[src/rtl/mps_pkg.sv]
// rtl/mps_pkg.sv - shared constants and helpers for the multi-channel pulse synchroniser
package mps_pkg;

   localparam int EDGE_RISE   = 0;
   localparam int EDGE_FALL   = 1;
   localparam int EDGE_BOTH   = 2;
   localparam int STRETCH_MAX = 255;

   // Bits needed to hold 0..stretch, i.e. ceil(log2(stretch+1)), never below 1
   function automatic int cnt_width(input int stretch);
      int w;
      w = 1;
      for (int i = 0; i < 31; i++) begin
         if ((1 << i) < stretch + 1) begin
            w = i + 1;
         end
      end
      return w;
   endfunction

endpackage

[src/rtl/multi_pulse_sync_if.sv]
// rtl/multi_pulse_sync_if.sv - per-channel event inputs and synchronised outputs
interface multi_pulse_sync_if #(
   parameter int CH = 4
);
   logic [CH-1:0] async_in;
   logic [CH-1:0] enable;
   logic [CH-1:0] ovf_clr;
   logic [CH-1:0] level_out;
   logic [CH-1:0] pulse_out;
   logic [CH-1:0] overflow;

   modport master (
      output async_in,
      output enable,
      output ovf_clr,
      input  level_out,
      input  pulse_out,
      input  overflow
   );

   modport slave (
      input  async_in,
      input  enable,
      input  ovf_clr,
      output level_out,
      output pulse_out,
      output overflow
   );
endinterface

[src/rtl/mps_sync_chain.sv]
// rtl/mps_sync_chain.sv - one-bit multi-flop synchroniser with async reset
module mps_sync_chain #(
   parameter int STAGES = 2
) (
   input  logic clk_slow,
   input  logic sys_rst_n,
   input  logic i_d,
   output logic o_q
);

   logic [STAGES-1:0] r_sync;

   // Shift the asynchronous level through the flop chain; bit 0 is the capture flop
   always_ff @(posedge clk_slow or negedge sys_rst_n) begin
      if (!sys_rst_n) begin
         r_sync <= '0;
      end else begin
         r_sync <= {r_sync[STAGES-2:0], i_d};
      end
   end

   assign o_q = r_sync[STAGES-1];

endmodule

[src/rtl/multi_pulse_sync.sv]
// rtl/multi_pulse_sync.sv - multi-channel edge-to-stretched-pulse synchroniser (optional MPS_GLITCH_FILTER_EN)
module multi_pulse_sync
   import mps_pkg::*;
#(
   parameter int CH          = 4,
   parameter int SYNC_STAGES = 2,
   parameter int EDGE_MODE   = 0,
   parameter int STRETCH     = 1
) (
   input logic               clk_slow,
   input logic               sys_rst_n,
   multi_pulse_sync_if.slave bus
);

   localparam int STRETCH_C = (STRETCH > STRETCH_MAX) ? STRETCH_MAX : STRETCH;
   localparam int CW        = cnt_width(STRETCH_C);
   localparam logic [CW-1:0] LOAD = CW'(STRETCH_C);

   logic [CH-1:0] w_sync_q;
   logic [CH-1:0] w_level_nxt;
   logic [CH-1:0] w_edge;
   logic [CH-1:0] w_fire;
   logic [CH-1:0] w_ovf_set;
   logic [CW-1:0] w_cnt_nxt [CH];

   logic [CH-1:0] r_level;
   logic [CH-1:0] r_hist;
   logic [CH-1:0] r_pulse;
   logic [CH-1:0] r_ovf;
   logic [CW-1:0] r_cnt [CH];

   for (genvar g = 0; g < CH; g++) begin : g_ch
      mps_sync_chain #(
         .STAGES (SYNC_STAGES)
      ) u_sync (
         .clk_slow  (clk_slow),
         .sys_rst_n (sys_rst_n),
         .i_d       (bus.async_in[g]),
         .o_q       (w_sync_q[g])
      );
   end

`ifdef MPS_GLITCH_FILTER_EN
   // The extra flop lengthens the chain by one; the level only follows once both ends agree
   logic [CH-1:0] r_sync_x;

   // One more synchroniser stage per channel, used as the filter's comparison partner
   always_ff @(posedge clk_slow or negedge sys_rst_n) begin
      if (!sys_rst_n) begin
         r_sync_x <= '0;
      end else begin
         r_sync_x <= w_sync_q;
      end
   end

   assign w_level_nxt = (r_sync_x & ~(r_sync_x ^ w_sync_q)) | (r_level & (r_sync_x ^ w_sync_q));
`else
   assign w_level_nxt = w_sync_q;
`endif

   // Edge qualification: current level against the previous cycle's level
   always_comb begin
      w_edge = '0;
      if (EDGE_MODE == EDGE_RISE) begin
         w_edge = r_level & ~r_hist;
      end else if (EDGE_MODE == EDGE_FALL) begin
         w_edge = ~r_level & r_hist;
      end else begin
         w_edge = r_level ^ r_hist;
      end
   end

   // Stretch counter next state: an enabled edge reloads, otherwise count down to zero
   always_comb begin
      w_fire    = w_edge & bus.enable;
      w_ovf_set = '0;
      for (int i = 0; i < CH; i++) begin
         w_cnt_nxt[i] = r_cnt[i];
         if (w_fire[i]) begin
            w_cnt_nxt[i] = LOAD;
            w_ovf_set[i] = (r_cnt[i] != '0);
         end else if (r_cnt[i] != '0) begin
            w_cnt_nxt[i] = r_cnt[i] - CW'(1);
         end
      end
   end

   // Level/history pipeline, counters, registered pulse and sticky overflow (set beats clear)
   always_ff @(posedge clk_slow or negedge sys_rst_n) begin
      if (!sys_rst_n) begin
         r_level <= '0;
         r_hist  <= '0;
         r_pulse <= '0;
         r_ovf   <= '0;
         for (int i = 0; i < CH; i++) begin
            r_cnt[i] <= '0;
         end
      end else begin
         r_level <= w_level_nxt;
         r_hist  <= r_level;
         r_ovf   <= (r_ovf & ~bus.ovf_clr) | w_ovf_set;
         for (int i = 0; i < CH; i++) begin
            r_cnt[i]   <= w_cnt_nxt[i];
            r_pulse[i] <= (w_cnt_nxt[i] != '0);
         end
      end
   end

   assign bus.level_out = r_level;
   assign bus.pulse_out = r_pulse;
   assign bus.overflow  = r_ovf;

endmodule

[src/flat_wrapper.sv]
// flat-port wrapper written by rule: the top's interface ports become plain ports
module multi_pulse_sync_flat import mps_pkg::*;
#(
   parameter int CH          = 4,
   parameter int SYNC_STAGES = 2,
   parameter int EDGE_MODE   = 0,
   parameter int STRETCH     = 1
)
  (clk_slow, sys_rst_n, bus_async_in, bus_enable, bus_ovf_clr, bus_level_out, bus_pulse_out, bus_overflow);
  multi_pulse_sync_if #(.CH(CH)) bus_i ();
  input logic clk_slow;
  input logic sys_rst_n;
  input wire logic [$bits(bus_i.async_in)-1:0] bus_async_in;
  input wire logic [$bits(bus_i.enable)-1:0] bus_enable;
  input wire logic [$bits(bus_i.ovf_clr)-1:0] bus_ovf_clr;
  output wire logic [$bits(bus_i.level_out)-1:0] bus_level_out;
  output wire logic [$bits(bus_i.pulse_out)-1:0] bus_pulse_out;
  output wire logic [$bits(bus_i.overflow)-1:0] bus_overflow;
  assign bus_i.async_in = bus_async_in;
  assign bus_i.enable = bus_enable;
  assign bus_i.ovf_clr = bus_ovf_clr;
  assign bus_level_out = bus_i.level_out;
  assign bus_pulse_out = bus_i.pulse_out;
  assign bus_overflow = bus_i.overflow;
  multi_pulse_sync #(.CH(CH), .SYNC_STAGES(SYNC_STAGES), .EDGE_MODE(EDGE_MODE), .STRETCH(STRETCH)) u_core (.clk_slow(clk_slow), .sys_rst_n(sys_rst_n), .bus(bus_i));
endmodule
[config.mk]
export PLATFORM = sky130hd
export DESIGN_NAME = multi_pulse_sync_flat
export DESIGN_NICKNAME = d
export VERILOG_FILES = /design/src/rtl/mps_pkg.sv /design/src/rtl/multi_pulse_sync_if.sv /design/src/rtl/mps_sync_chain.sv /design/src/rtl/multi_pulse_sync.sv /design/src/flat_wrapper.sv
export SDC_FILE = /design/constraint.sdc
export NUM_CORES = 1
export LEC_CHECK = 0
export CELL_PAD_IN_SITES_DETAIL_PLACEMENT = 1
export CELL_PAD_IN_SITES_GLOBAL_PLACEMENT = 2
export CORE_MARGIN = 2
export CORE_UTILIZATION = 30
export DETAILED_ROUTE_END_ITERATION = 12
export GPL_TIMING_DRIVEN = 0
export PLACE_DENSITY_LB_ADDON = 0.1
export SLEW_MARGIN = 20
export SYNTH_ARGS = -nofsm -noshare
export SYNTH_HDL_FRONTEND = slang
export SYNTH_SLANG_ARGS = --single-unit
[constraint.sdc]
create_clock -name clk_slow -period 2.2 [get_ports clk_slow]
set_input_delay 0.33 -clock clk_slow [delete_from_list [all_inputs] [get_ports clk_slow]]
set_output_delay 0.33 -clock clk_slow [all_outputs]
set_load 0.01 [all_outputs]
==> qor.csv <==
metric,value,unit
hold_viol,0,
min_period_over_period,71.16,%
cts_setup_buffers,0,
r2r_end,u_core.bus.overflow[2],
crit_path_end_kind,output pin,
n_antenna_cell,0,
p_sw_share,17.69,%
clk_latency,0.30,ns
hold_path.startpoint,u_core.g_ch[2].u_sync.r_sync[1],
avgRoutedWirePerCell,11.39,um
worst_slew_pin_slew,0.5035,ns
grt_pass1_wl,1.738,mm
ir_drop,551.0,uV
worstPathRequired,1.87,ns
num_rows,17,
whs_endpoint,u_core.bus.level_out[2],
cts_buffers,3,
dp_slack,0.5924,ns
cts_resized,0,
fin_tns_setup,0,ns
final_nets,81,
clockBufferDepth,2,
clkPwrFrac,36.5,%
worstSetupStartpointType,register,
seq_power_share,56.5,%
initial_utilization,31.30,%
grt_max_degree,25,
regToRegSetupSlack,1.30,ns
synth.distinct_cells,4,
drt_iter0_markers,0,
rsz0062_at_grt,no,
setup_violations,0,
regArea,600.6,sq um
drc,0,
drtPass1Iterations,1,
area_growth,50.00,%
routed_wl,1.071,mm
crit_family,buffers and inverters,
slew_viol_final,0,
ys_warn_count,0,
p_int,0.0006813,W
cts_root_buffer,clkbuf_4,
die_h,51.81,um
powerDensity,804.8,mW/mm^2
design_area,0.001028,sq mm
ios,26,
die_area,0.002684,sq mm
p_sw,0.0001464,W
multiInputGateArea,70.07,sq um
antenna_found_initial,0,
slew_headroom,66.43,%
worstHoldPathType,register to register,
synth_seq_cells,24,
period_needed,1.566,ns
synth_nets,50,
ff2ff_path_depth,2,
ys_seq_area_share,87.59,%
cts_tree,done,
r2r_start,u_core.bus.level_out[2],
power.total,0.0008277,W
port_buffers,25,
syn_avg_cell_area,19.05,sq um
worstSetupPathType,register to output pin,
cp.buffers_inverters,1,
overflow,0,
cp_max_fo,3,
pwr-share-comb,7.0,%
holdPathStages,0,
final_cell_mix,"clkdlybuf4s50_1 (24), dfrtp_1 (24), and3b_1 (4), inv_1 (4), a22o_1 (4)",
cts_hold_buf,0,
cpMaxStageDelayCell,clkdlybuf4s50_1,
p_leak,0.4845,nW
cts.clk_slew.worst_paths,0.11,ns
via_per_inst,4.191,
netlist_instances,36,
grt_pass1_vias,423,
nFillCells,221,
worst_clock_skew,0.006259,ns
crit_chain,clkdlybuf4s50_1,
num_vias,394,
status,"complete, no violations",
fmax,638.7,MHz
cp.arrival,1.24,ns
maxCapViolCount,0,
fp.coreArea,0.002191,sq mm
post_dp_cell_area,970.9,sq um
grt_use_total,8.927,%
syn_area,685.7,sq um
h-tree-depth,1,
routabilityCongestion,0.6137,
clock_sinks,24,
die-width,51.81,um
crit_start,u_core.bus.level_out[3],
slowest_delay,0.55,ns
drive_gt1_share,7.576,%
worst_slack,0.6344,ns
ant_nets,0,
fin_hold_ws,0.3608,ns
-- through the flow --
stage          std cells  util [%]
2_1_floorplan         36         -
3_3_place_gp          89     44.32
3_5_place_dp          89     44.32
4_1_cts               93     46.72
5_1_grt               94     46.94
6_report              94     46.94
-- cell usage after synthesis --
library cell | n | area [sq um]
inv_1 | 4 | 15.01
and3b_1 | 4 | 35.03
a22o_1 | 4 | 35.03
dfrtp_1 | 24 | 600.6
-- power groups by stage --
stage | registers [W] | clock network [W] | logic, W
2_1_floorplan | 0.000479 | 0 | 0.00000593
3_3_place_gp | 0.000475 | 0 | 0.0000583
3_5_place_dp | 0.000477 | 0 | 0.0000586
4_1_cts | 0.000468 | 0.000319 | 0.0000590
5_1_grt | 0.000470 | 0.000339 | 0.0000631
6_report | 0.000467 | 0.000302 | 0.0000578
-- sequential cells by signal, indices dropped and copies added (netlist names) --
register                   cells
u_core.bus.level_out           4
u_core.bus.overflow            4
u_core.g_ch.u_sync.r_sync      8
u_core.r_cnt                   4
u_core.r_hist                  4
-- cell families after synthesis --
logic type,Yosys count,synth area share (%)
flops,24,87.59
compound gates,4,5.109
simple gates,4,5.109
buf+inv,4,2.189
-- routing by layer --
| layer | track usage, % | vias to the layer above | share of wire [%] |
|---|---|---|---|
| met2 | 15.60 | 16 | 54 |
| met1 | 10.06 | 202 | 40 |
| met3 | 2.586 | 0 | 5.8 |
| met5 | 0 | - | 0 |
| li1 | - | 176 | - |
| met4 | 3.947 | 0 | 0 |
-- worst reg2reg max path: stages (launching register included) --
cell and delay, ns:
dfrtp_1 0.42, and3b_1 0.19, a22o_1 0.20
-- worst max-delay path by stage --
stage | end | slack [ns] | cells past startpoint
4_1_cts | bus_level_out[1] | 0.60 | 1
6_report | bus_level_out[3] | 0.63 | 1
3_3_place_gp | u_core.g_ch[0].u_sync.r_sync[0] | 0.58 | 1
2_1_floorplan | u_core.bus.overflow[0] | 1.32 | 2
3_5_place_dp | u_core.g_ch[0].u_sync.r_sync[0] | 0.59 | 1
5_1_grt | bus_level_out[1] | 0.57 | 1
-- final cells by class --
cell class,count,share of cell area [%]
sequential,24,58.39
timing repair buffer,26,24.82
multi-input combinational,8,6.813
tap,28,3.406
clock inverter,1,2.920
clock buffer,3,2.190
inverter,4,1.460
Note: power is estimated with default switching activity, not from simulation.
